<file path="src/rtl/fcb_bs_loader.sv">
// fcb_bs_loader: bitstream word loader for the FCB.
// Words from a valid/ready source are queued in a small FIFO.
// Each queued word is written to a fixed FCB register address through an APB master.
// A slave error discards the rest of the frame and sets a sticky error flag.
// Optional feature: define FCB_BS_LOADER_TIMEOUT_EN to abort an ACCESS phase after
// 255 cycles without pready.
module fcb_bs_loader #(
  parameter int unsigned FIFO_DEPTH = 4,
  parameter logic [31:0] BS_ADDR    = 32'h0000_0040
) (
  input  logic        fcb_clk_i,
  input  logic        fcb_rst_ni,
  input  logic        bs_valid_i,
  input  logic [31:0] bs_data_i,
  input  logic        bs_last_i,
  output logic        bs_ready_o,
  output logic [31:0] fcb_apbm_paddr_o,
  output logic        fcb_apbm_psel_o,
  output logic        fcb_apbm_penable_o,
  output logic        fcb_apbm_pwrite_o,
  output logic [31:0] fcb_apbm_pwdata_o,
  input  logic        fcb_apbm_pready_i,
  input  logic        fcb_apbm_pslverr_i,
  output logic        busy_o,
  output logic        done_o,
  output logic        err_o,
  input  logic        err_clr_i,
  output logic [15:0] word_cnt_o
);

  localparam int unsigned AW = $clog2(FIFO_DEPTH);
  localparam int unsigned CW = AW + 1;
  localparam logic [CW-1:0] CNT_FULL = CW'(FIFO_DEPTH);
  localparam logic [CW-1:0] CNT_ONE  = CW'(1);

  typedef enum logic [1:0] {
    S_IDLE,
    S_SETUP,
    S_ACCESS,
    S_ERR
  } state_e;

  state_e state_q, state_d;

  // FIFO storage: bit 32 is the last-of-frame flag, bits 31:0 the word.
  logic [32:0]   mem_q [FIFO_DEPTH];
  logic [AW-1:0] wr_ptr_q, rd_ptr_q;
  logic [CW-1:0] cnt_q;
  logic [32:0]   head;
  logic          fifo_full, fifo_empty, fifo_has_last;

  logic push, pop, pop_ok, flush;
  logic err_set, done_set, leave_err;
  logic err_last_q, err_last_d;
  logic cnt_clr_pend_q;
  logic apb_active;

  assign head       = mem_q[rd_ptr_q];
  assign fifo_full  = (cnt_q == CNT_FULL);
  assign fifo_empty = (cnt_q == '0);

  // In ERR the source is drained so the rest of a failed frame can be discarded.
  assign bs_ready_o = fcb_rst_ni & ((state_q == S_ERR) | ~fifo_full);
  assign push       = bs_valid_i & bs_ready_o & (state_q != S_ERR);
  assign pop_ok     = pop & ~fcb_apbm_pslverr_i;
  assign busy_o     = (state_q != S_IDLE) | ~fifo_empty;

`ifdef FCB_BS_LOADER_TIMEOUT_EN
  logic [7:0] wait_cnt_q;

  // Count consecutive ACCESS cycles that have not seen pready.
  always_ff @(posedge fcb_clk_i or negedge fcb_rst_ni) begin
    if (!fcb_rst_ni) begin
      wait_cnt_q <= '0;
    end else if ((state_q == S_ACCESS) && !fcb_apbm_pready_i) begin
      wait_cnt_q <= wait_cnt_q + 8'd1;
    end else begin
      wait_cnt_q <= '0;
    end
  end
`endif

  // Look for a last-flagged entry among the occupied FIFO slots.
  always_comb begin
    fifo_has_last = 1'b0;
    for (int i = 0; i < FIFO_DEPTH; i++) begin
      if ((CW'(i) < cnt_q) && mem_q[rd_ptr_q + AW'(i)][32]) begin
        fifo_has_last = 1'b1;
      end
    end
  end

  // FSM next state and transfer/status events.
  // NOTE: every signal driven here gets a default first, so no path leaves it unassigned and no latch is inferred.
  always_comb begin
    state_d    = state_q;
    pop        = 1'b0;
    flush      = 1'b0;
    err_set    = 1'b0;
    done_set   = 1'b0;
    leave_err  = 1'b0;
    err_last_d = err_last_q;
    apb_active = 1'b0;
    case (state_q)
      S_IDLE: begin
        // Include this cycle's push so a word reaches the bus one cycle after acceptance.
        if (!fifo_empty || push) begin
          state_d = S_SETUP;
        end
      end
      S_SETUP: begin
        apb_active = 1'b1;
        state_d    = S_ACCESS;
      end
      S_ACCESS: begin
        apb_active = 1'b1;
        if (fcb_apbm_pready_i) begin
          pop = 1'b1;
          if (fcb_apbm_pslverr_i) begin
            state_d    = S_ERR;
            err_set    = 1'b1;
            // A failed last word already ends the frame, so ERR must not wait for another.
            err_last_d = head[32];
          end else if (head[32]) begin
            state_d  = S_IDLE;
            done_set = 1'b1;
          end else if ((cnt_q > CNT_ONE) || push) begin
            state_d = S_SETUP;
          end else begin
            state_d = S_IDLE;
          end
        end
`ifdef FCB_BS_LOADER_TIMEOUT_EN
        // 254 earlier misses plus this one make 255 ACCESS cycles without pready.
        else if (wait_cnt_q == 8'd254) begin
          state_d    = S_ERR;
          err_set    = 1'b1;
          err_last_d = 1'b0;
        end
`endif
      end
      S_ERR: begin
        flush = 1'b1;
        if (fifo_has_last || err_last_q || (bs_valid_i && bs_ready_o && bs_last_i)) begin
          state_d   = S_IDLE;
          leave_err = 1'b1;
        end
      end
      default: state_d = S_IDLE;
    endcase
  end

  // APB outputs are decoded from state only, so reset clears them at once.
  always_comb begin
    fcb_apbm_psel_o    = apb_active;
    fcb_apbm_penable_o = (state_q == S_ACCESS);
    fcb_apbm_pwrite_o  = apb_active;
    fcb_apbm_paddr_o   = apb_active ? BS_ADDR : '0;
    fcb_apbm_pwdata_o  = apb_active ? head[31:0] : '0;
  end

  // State register.
  // NOTE: sequential state uses non-blocking assignments so every flop samples pre-edge values.
  always_ff @(posedge fcb_clk_i or negedge fcb_rst_ni) begin
    if (!fcb_rst_ni) begin
      state_q <= S_IDLE;
    end else begin
      state_q <= state_d;
    end
  end

  // FIFO pointers and occupancy; ERR empties the queue in one cycle.
  always_ff @(posedge fcb_clk_i or negedge fcb_rst_ni) begin
    if (!fcb_rst_ni) begin
      wr_ptr_q <= '0;
      rd_ptr_q <= '0;
      cnt_q    <= '0;
    end else if (flush) begin
      wr_ptr_q <= '0;
      rd_ptr_q <= '0;
      cnt_q    <= '0;
    end else begin
      if (push) wr_ptr_q <= wr_ptr_q + AW'(1);
      if (pop)  rd_ptr_q <= rd_ptr_q + AW'(1);
      if (push && !pop) begin
        cnt_q <= cnt_q + CNT_ONE;
      end else if (!push && pop) begin
        cnt_q <= cnt_q - CNT_ONE;
      end
    end
  end

  // FIFO storage write port.
  // NOTE: the storage array has no reset; occupancy is tracked by the pointers, and stale slots never reach an output.
  always_ff @(posedge fcb_clk_i) begin
    if (push) begin
      mem_q[wr_ptr_q] <= {bs_last_i, bs_data_i};
    end
  end

  // Status: done pulse, sticky error, and the per-frame success counter.
  always_ff @(posedge fcb_clk_i or negedge fcb_rst_ni) begin
    if (!fcb_rst_ni) begin
      done_o         <= 1'b0;
      err_o          <= 1'b0;
      err_last_q     <= 1'b0;
      cnt_clr_pend_q <= 1'b0;
      word_cnt_o     <= '0;
    end else begin
      done_o     <= done_set;
      err_last_q <= err_last_d;
      // A new error wins over a simultaneous clear.
      if (err_set) begin
        err_o <= 1'b1;
      end else if (err_clr_i) begin
        err_o <= 1'b0;
      end
      // The counter restarts on the first word of the next frame, not at frame end.
      if (done_set || leave_err) begin
        cnt_clr_pend_q <= 1'b1;
      end else if (push) begin
        cnt_clr_pend_q <= 1'b0;
      end
      if (push && cnt_clr_pend_q) begin
        word_cnt_o <= pop_ok ? 16'd1 : 16'd0;
      end else if (pop_ok && (word_cnt_o != 16'hFFFF)) begin
        word_cnt_o <= word_cnt_o + 16'd1;
      end
    end
  end

endmodule

</file>
<file path="config.mk">
export PLATFORM = sky130hd
export DESIGN_NAME = fcb_bs_loader
export DESIGN_NICKNAME = d
export VERILOG_FILES = /design/src/rtl/fcb_bs_loader.sv
export SDC_FILE = /design/constraint.sdc
export NUM_CORES = 1
export LEC_CHECK = 0
export CAP_MARGIN = 0
export CORE_AREA = 3 3 127 129
export DETAILED_ROUTE_END_ITERATION = 10
export DIE_AREA = 0 0 130 132
export GPL_ROUTABILITY_DRIVEN = 0
export PLACE_DENSITY = 0.85
export SYNTH_ARGS = -nofsm -noshare
export SYNTH_HDL_FRONTEND = slang
export SYNTH_SLANG_ARGS = --single-unit
</file>
<file path="constraint.sdc">
create_clock -name fcb_clk_i -period 2.45 [get_ports fcb_clk_i]
set_clock_uncertainty 0.05 [all_clocks]
set_input_delay 0.245 -clock fcb_clk_i [delete_from_list [all_inputs] [get_ports fcb_clk_i]]
set_output_delay 0.245 -clock fcb_clk_i [all_outputs]
set_load 0.005 [all_outputs]
</file>
* Word-level counts from Yosys, hierarchy flattened *
Memories as Yosys holds them, arrays and structs flattened.
Index checks and enable logic that the tools add are counted.

cells by class
  div/mod/pow operators = 0
  equal/unequal tests = 9
  muxes and demuxes = 42
  shift operators = 0
  multipliers = 0
  $lt $le $gt $ge = 5
  add/sub/neg operators = 7
  bitwise operators = 9
  reductions and logical operators = 30

operators with widths
  cell                                                                      count
  16-bit two-way mux                                                        2
  32-bit two-way mux                                                        1
  1-bit two-way mux                                                         26
  16-bit by 1-bit adder with 16-bit output (second input constant)          1
  2-bit two-way mux                                                         8
  16-bit inequality test (second input constant)                            1
  2-bit nonzero test                                                        6
  1-bit logical AND                                                         10
  3-bit two-way mux                                                         3
  2-bit one-hot mux with 4 select lines                                     1
  7-bit two-way mux                                                         1
  1-bit by 3-bit < comparator with 1-bit output (first input constant)      2
  2-bit by 3-bit < comparator with 1-bit output (first input constant)      2
  3-bit AND reduction                                                       2
  1-bit logical OR                                                          5
  2-bit by 1-bit adder with 2-bit output (second input constant)            2
  2-bit adder (second input constant)                                       2
  1-bit AND                                                                 4
  2-bit equality test (second input constant)                               2
  2-bit by 1-bit inequality test with 1-bit output (second input constant)  2
  2-bit inequality test (second input constant)                             2
  3-bit by 1-bit adder with 3-bit output (second input constant)            1
  3-bit equality test (second input constant)                               1
  3-bit by 1-bit > comparator with 1-bit output (second input constant)     1
  9 further kinds                                                           14

storage, ports and cells
  logic and storage cells = 112
  output and inout port bits = 87
  ROM bits = 0
  register bits = 29
  memories kept = 1
  bits of input ports = 39
  memory bits (writable) = 132
  latch bits = 0

memory list
  memory  depth  width  rd ports  clocked after memory_dff  write ports  line  RTL
  mem_q   4      33     4         0                         1            46    logic [32:0] mem_q [FIFO_DEPTH];

* Logic depth before layout (Yosys ltp) *
Gate-level depths: netlist of the first run.

  word-level depth = 12
  depth in mapped cells = 8

* Least setup slack after synthesis of the first run *
No wires, ideal clock.

  path kind = register to register
  start point = register cnt_q[1]
  end point = memory mem_q[1][0] (enable)
  slack = -0.127 ns
  data required time = 2.007 ns
  path buffers = 0
  cell stages (with the launch flop) = 6
  arrival time = 2.134 ns
  cells stage by stage = dfrtp_1 -> inv_1 -> ha_1 -> nand2_1 -> nor3b_1 -> and2_1

between the ends
  longest elaborated chain between the ends = 8

ends and longest elaborated chain
  element                                  line  RTL
  start, declared                          48    logic [CW-1:0] cnt_q;
  start signal, assigned                   186   cnt_q <= cnt_q + CNT_ONE;
  start signal, assigned                   188   cnt_q <= cnt_q - CNT_ONE;
  3-bit equality test                      59    assign fifo_full = (cnt_q == CNT_FULL);
  1-bit inverter                           63    assign bs_ready_o = fcb_rst_ni & ((state_q == S_ERR) | ~fifo_full);
  1-bit OR                                 63
  1-bit AND                                63
  1-bit AND (2 in series)                  64    assign push = bs_valid_i & bs_ready_o & (state_q != S_ERR);
  1-bit two-way mux                        196   if (push) begin
  1-bit two-way mux (not written as such)  197   mem_q[wr_ptr_q] <= {bs_last_i, bs_data_i};
  end, declared                            46

Every way passes these cells.

* Worst setup path after layout of the first run *
  start point = register rd_ptr_q[0]
  end point = output fcb_apbm_pwdata_o[3]

between the ends
  longest elaborated chain between the ends = 2

ends and longest elaborated chain
  element                 line  RTL
  start, declared         47    logic [AW-1:0] wr_ptr_q, rd_ptr_q;
  start signal, assigned  184   if (pop) rd_ptr_q <= rd_ptr_q + AW'(1);
  memory read 4 x 33 bit  n/a
  32-bit two-way mux      159   fcb_apbm_pwdata_o = apb_active ? head[31:0] : '0;
  end, declared           21    output logic [31:0] fcb_apbm_pwdata_o,

Every way passes these cells.

==> results of run 1 <==
-- metrics by stage --
stage                     instance area [um^2]  cells  worst slack [ps]  utilization
after floorplan                           7117    469             201.0            -
after detailed placement                  8168    714             187.5       0.5393
after global routing                      8750    746             10.85       0.5777
final                                     8750    746             126.5       0.5777
after CTS                                 8747    746             90.52       0.5775
after global placement                    8168    714             331.0       0.5393
-- layer usage --
layer / vias up / share of wire / global-route usage
met5: - / 0 / 0
met4: 0 / 0.016 / 0.06178
met3: 19 / 0.062 / 0.04700
met2: 146 / 0.51 / 0.2673
met1: 2007 / 0.42 / 0.2216
li1: 1803 / - / -
-- worst min path at each step --
stage,start,endpoint,slack [ps]
2_1_floorplan,fcb_rst_ni,cnt_clr_pend_q,-100
4_1_cts,fcb_rst_ni,word_cnt_o[5],240
5_1_grt,fcb_rst_ni,word_cnt_o[12],280
6_report,fcb_rst_ni,word_cnt_o[12],230
3_5_place_dp,cnt_clr_pend_q,cnt_clr_pend_q,450
3_3_place_gp,cnt_clr_pend_q,cnt_clr_pend_q,440
-- worst register-to-register path, delay by kind of cell, from the launching register on --
family                     cells  cell delay, ps
and+or+nand+nor                3             890
AOI/OAI and AO/OA              2             450
DFF                            1             390
adders and majority gates      1             280
buffers and inverters          1             150
-- what timing repair did --
item | 4_1_cts | 5_1_grt
setup endpoints to repair | 32 | 1
pin swaps | 0 | 0
resized for setup | 35 | 1
-- cell type report --
type | count | area share
clock buffer | 17 | 0.04862
clock inverter | 15 | 0.02131
multi-input combinational | 247 | 0.2371
tap | 188 | 0.02688
inverter | 12 | 0.005148
sequential | 161 | 0.5363
timing repair buffer | 106 | 0.1247
-- placed cells by master, fill, tap and decap left out, types with 4 or more instances in the layout --
| master | Yosys | final |
|---|---|---|
| nor2_1 | 26 | 26 |
| and2_1 | 40 | 33 |
| buf_4 | 33 | 4 |
| buf_12 | 0 | 8 |
| clkdlybuf4s50_1 | 0 | 62 |
| xnor2_1 | 13 | 13 |
| o21ai_0 | 7 | 7 |
| nor3_1 | 8 | 8 |
| or3_1 | 4 | 4 |
| mux4_2 | 33 | 33 |
| a31oi_1 | 4 | 4 |
| inv_8 | 0 | 5 |
| nand2_1 | 16 | 16 |
| clkbuf_16 | 0 | 17 |
| inv_6 | 0 | 5 |
| dfrtp_1 | 29 | 27 |
| inv_1 | 12 | 12 |
| and2_2 | 0 | 4 |
| ha_1 | 12 | 11 |
| a21oi_1 | 9 | 9 |
| nand3_1 | 5 | 5 |
| conb_1 | 1 | 31 |
| dlygate4sd2_1 | 0 | 32 |
| mux2i_1 | 4 | 4 |
| edfxtp_1 | 132 | 132 |
-- cell families after synthesis --
group,Yosys count,synth area share
DFF,161,0.6700
buffers and inverters,61,0.05184
and+or+nand+nor,116,0.08920
AOI/OAI and AO/OA,34,0.03343
xor gates and xnor gates,16,0.02002
muxes,38,0.1135
other,1,0.0005358
adders and majority gates,12,0.02145
-- flip-flops by register name, indices dropped and copies added (netlist names) --
register,flops
state_q,2
word_cnt_o,16
wr_ptr_q,2
cnt_q,3
done_o,1
err_last_q,1
cnt_clr_pend_q,1
rd_ptr_q,2
err_o,1
mem_q,132
-- power breakdown --
| group | switching, W | internal, W |
|---|---|---|
| registers | 0.000164 | 0.00329 |
| clock network | 0.00120 | 0.00147 |
| logic | 0.00129 | 0.00150 |
==> impl_results.md, run 1 <==
- Status: complete, no violations
- Global Route Usage Sum: 0.1682
- Flops & latches, synth: 161
- First-pass GRT wire length: 21,870 um
- Number of max-cap violations: 0
- Port bufs: 94
- Crit path buffers/inverters: 2
- Leakage: 3.158 nW
- DRT iter0 DRCs: 270
- Post-synth top cells: 132 x edfxtp_1, 40 x and2_1, 33 x buf_4, 33 x mux4_2, 29 x dfrtp_1
- Die area: 17,160 um^2
- Core ar.: 15,150 um^2
- Max rail drop VDD: 0.0006436 V
- Slew Viols, Final: 0
- ANT nets after route: 0
- Antenna violations before repair: 0
- DR pass1 iterations: 4
- Die X: 130 um
- Vias: 3,975
- Startpoint Class: register
- Fin Setup TNS: 0 ps
- Asr flop ratio synth: 0.1801
- Critical Path Start: rd_ptr_q[0]
- Synth area leader: edfxtp_1
- DRC: 0
- Clk sink count: 161
- Layout cell share with drive strength beyond 1: 0.1649
- Cell variety after synth: 43
- Post-CTS setup buffers: 0
- Routed WL: 13,710 um
- CTS root buffer: clkbuf_16
- CTS tree: done
- RR Endpoint: word_cnt_o[6]
- CP Depth: 4
- Detailed placement HPWL: 8672 um
- Post-route minimum period: 2323 ps
- Sequential share of the synthesized area: 0.6700
- Worst r2r src: state_q[0]
- Pwr Total: 0.008911 W
- Multi-input gate area: 2074 um^2
- TritonCTS Buffers: 17
- Average size of a mapped cell: 15.94 um^2
- Worst-Skew Late Latency: 420 ps
- Post-Synthesis Cells: 439
- EDFF count, synth: 132
- Synth Flop Type: edfxtp_1
- Layout fillers: 1,127
- HP Class: in2async
- Fin crit share: 0.9484
- Hold WS: 231.2 ps
- Crit path required time: 2150 ps
- Cts hold-fix bufs: 0
- Fmax: 0.4304 GHz
- DR vias/cell: 5.328
- Die height: 132 um
- Top cells by area, synth: edfxtp_1 57%, mux4_2 11%, dfrtp_1 10%, and2_1 3.6%, buf_4 3.5%
- Htree depth: 4
- Critical setup path kind: reg2out
- Longest Clk Path Bufs: 2
- Synth Warn #: 0
- Register Area: 4692 um^2
- Worst R2R Path Depth: 7
- Post-synthesis cell area: 6999 um^2
- Std cell rows: 45
- # IOs: 126
- Fin. Hold Viols: 0
- Crit-path max FO: 20
- Critical Path AT: 2030 ps
- CTS clk-pin slew, worst paths: 70 ps
- Critical-path cell list: buf_12 -> mux4_2 -> and2_1 -> dlygate4sd2_1
- Count leader, synth: edfxtp_1
- RSZ-0062 raised after global routing: false
- Crit end category: output port
- Area growth, synth to finish: 25.01%
- WL per Instance: 18.38 um
- Total power per unit cell area: 1018 nW/um^2
- Synth top area share: 0.5663
- Setup slack, reg-to-reg: 170 ps
- Largest net degree at the start of global routing: 41
- CP top delay family: multiplexers
- Vias in the first global route: 4,048
- Initial Util: 0.4621
- Critical path's slowest cell: mux4_2
- Nets: 596
- N_diodes: 0
- Setup violators final: 0
- Total gr overflow: 0
- Critical Path End: fcb_apbm_pwdata_o[3]
- CP peak stage delay: 530 ps
No activity file was read; power rests on OpenSTA's default activity.
==> run 2, diff against run 1 <==
--- a/config.mk
+++ b/config.mk
@@ -9,7 +9,6 @@
 export CORE_AREA = 3 3 127 129
 export DETAILED_ROUTE_END_ITERATION = 10
 export DIE_AREA = 0 0 130 132
-export GPL_ROUTABILITY_DRIVEN = 0
 export PLACE_DENSITY = 0.85
 export SYNTH_ARGS = -nofsm -noshare
 export SYNTH_HDL_FRONTEND = slang
==> constraint.sdc (replaced) <==
create_clock -name fcb_clk_i -period 2.45 [get_ports fcb_clk_i]
set_clock_uncertainty 0.05 [all_clocks]
set_input_delay 0.245 -clock fcb_clk_i [delete_from_list [all_inputs] [get_ports fcb_clk_i]]
set_output_delay 0.245 -clock fcb_clk_i [all_outputs]
set_load 0.1 [all_outputs]
==> run 2 against run 1 <==
Net effect:
- sequential share of layout area fell by 2.2 points
- non-clock buffer count is 6 higher
- worst hold slack worse by 8.9 ps
- register-to-register slack improved by 40 ps
==> impl_results.md, run 2 (same netlist as run 1, synthesis figures left out) <==
- Fin. Hold Viols: 0
- Vias in the first global route: 4,194
- DR vias/cell: 5.362
- Fin Setup TNS: 0 ps
- Register Area: 4700 um^2
- Worst-Skew Late Latency: 420 ps
- Core ar.: 15,150 um^2
- Total gr overflow: 0
- Fin crit share: 0.9599
- Longest Clk Path Bufs: 2
- Critical path's slowest cell: mux4_2
- CTS root buffer: clkbuf_16
- Vias: 4,027
- ANT nets after route: 0
- Non-filler instance count after layout: 751
- DR pass1 iterations: 4
- Critical Path AT: 2060 ps
- Worst R2R Path Depth: 7
- WL per Instance: 18.88 um
- Most frequent cells in the layout: 132 x edfxtp_1, 41 x buf_12, 38 x clkdlybuf4s50_1
- DRT iter0 DRCs: 294
- CP top delay family: multiplexers
- CTS tree: done
- Startpoint Class: register
- DRC: 0
- CP dominant cell by count: buf_12
- # IOs: 126
- Layout cell share with drive strength beyond 1: 0.3304
- Status: complete, no violations
- Die height: 132 um
- Cells after DPL: 720
- Std cell rows: 45
- Nets: 602
- Setup violators final: 0
- Clk sink count: 161
- Slew of the pin with the lowest slew margin: 518.2 ps
- CP peak stage delay: 580 ps
- Top reg by flops: mem_q
- Cts hold-fix bufs: 0
- Layout fillers: 1,069
- Routed WL: 14,180 um
- RSZ-0062 raised after global routing: false
- First-pass GRT wire length: 22,920 um
- Crit path buffers/inverters: 2
- Slew HR: 0.6532
- Post-CTS setup buffers: 0
- Largest net degree at the start of global routing: 31
- Setup slack, reg-to-reg: 210 ps
- Die X: 130 um
- Biggest regs: mem_q (132), word_cnt_o (16), cnt_q (3)
- Number of max-cap violations: 0
- Critical-path cell list: buf_12 -> mux4_2 -> and2_2 -> buf_12
- Final WS setup: 98.34 ps
- Crit end category: output port
- Post-route minimum period: 2352 ps
- Port bufs: 94
- Die area: 17,160 um^2
- Final instance area: 9134 um^2
- CTS clk-pin slew, worst paths: 60 ps
- N_diodes: 0
- Crit path required time: 2150 ps
- Max reg flops: 132
- Antenna violations before repair: 1
- Worst r2r src: state_q[0]
- HP Class: in2async
- Slew Viols, Final: 0
- Fmax: 0.4252 GHz
- Pre-CTS setup slack: 238.0 ps
- RR Endpoint: word_cnt_o[8]
- Global Route Usage Sum: 0.1764
- Initial Util: 0.4621
- Detailed placement HPWL: 9672 um
- Htree depth: 4
- Multi-input gate area: 2107 um^2
- Post-CTS sizing: 0
- Most common cell after layout, fill and taps aside: edfxtp_1
- Critical setup path kind: reg2out
- Area growth, synth to finish: 30.50%
- TritonCTS Buffers: 17
- Placed Area: 8536 um^2
- Routability cong.: 0.8223
- Crit-path max FO: 22
-- run 2: cell types whose count changed in the layout (fill, tap and decap cells not counted), moves of 3 or more --
cell             change
buf_4               +28
clkinv_4             +5
inv_8                -5
clkinv_8             -3
clkdlybuf4s50_1     -24
and2_4               -3
dlygate4sd2_1       -32
and2_2              +32
dfrtp_1              -6
buf_12              +33
and2_1              -29
dfrtp_2              +6
inv_6                -5
-- run 2: how the worst max path moves through the flow --
| stage | from | end | slack [ps] | cells past startpoint |
|---|---|---|---|---|
| final | rd_ptr_q[0] | fcb_apbm_pwdata_o[17] | 100 | 4 |
| after global routing | rd_ptr_q[0] | fcb_apbm_pwdata_o[17] | 10 | 4 |
| after CTS | rd_ptr_q[0] | fcb_apbm_pwdata_o[21] | 2 | 4 |
| after detailed placement | state_q[0] | word_cnt_o[8] | 240 | 7 |
| after global placement | fcb_apbm_pready_i | word_cnt_o[9] | 350 | 7 |
| after floorplan | state_q[1] | fcb_apbm_pwdata_o[0] | 10 | 4 |
-- run 2: metrics by stage --
| step | hold slack (ps) | utilization |
|---|---|---|
| global route | 235.0 | 0.6031 |
| global placement | 448.9 | 0.5636 |
| CTS | 216.4 | 0.6028 |
| floorplan | -100.6 | - |
| detailed placement | 448.3 | 0.5636 |
| finish | 222.4 | 0.6031 |
-- run 2: per-layer routing --
metal  up-vias  share of wire  GRT usage
met5         -        0.00049          0
met4         2         0.0096    0.05774
met3        16          0.053    0.05389
met2       149           0.53     0.2888
met1      2046           0.41     0.2248
li1       1814              -          -
-- run 2: area by class of cell --
type,instances,share of cell area
clock inverter,13,0.01808
inverter,12,0.004932
clock buffer,18,0.04699
tap,188,0.02575
multi-input combinational,247,0.2307
sequential,161,0.5145
timing repair buffer,112,0.1590
Power of run 2 is left out: the tool's default activity adds up to more than one toggle a clock period on the data nets, which glitch-free logic cannot reach.
==> run 3, diff against run 2 <==
--- a/config.mk
+++ b/config.mk
@@ -5,8 +5,9 @@
 export SDC_FILE = /design/constraint.sdc
 export NUM_CORES = 1
 export LEC_CHECK = 0
-export CAP_MARGIN = 0
+export CAP_MARGIN = 30
 export CORE_AREA = 3 3 127 129
+export CTS_CLUSTER_SIZE = 30
 export DETAILED_ROUTE_END_ITERATION = 10
 export DIE_AREA = 0 0 130 132
 export PLACE_DENSITY = 0.85
==> results of run 3 <==
Final layout, timing and power as in run 2 (identical DEF).
Power of run 3 is left out for the same reason.
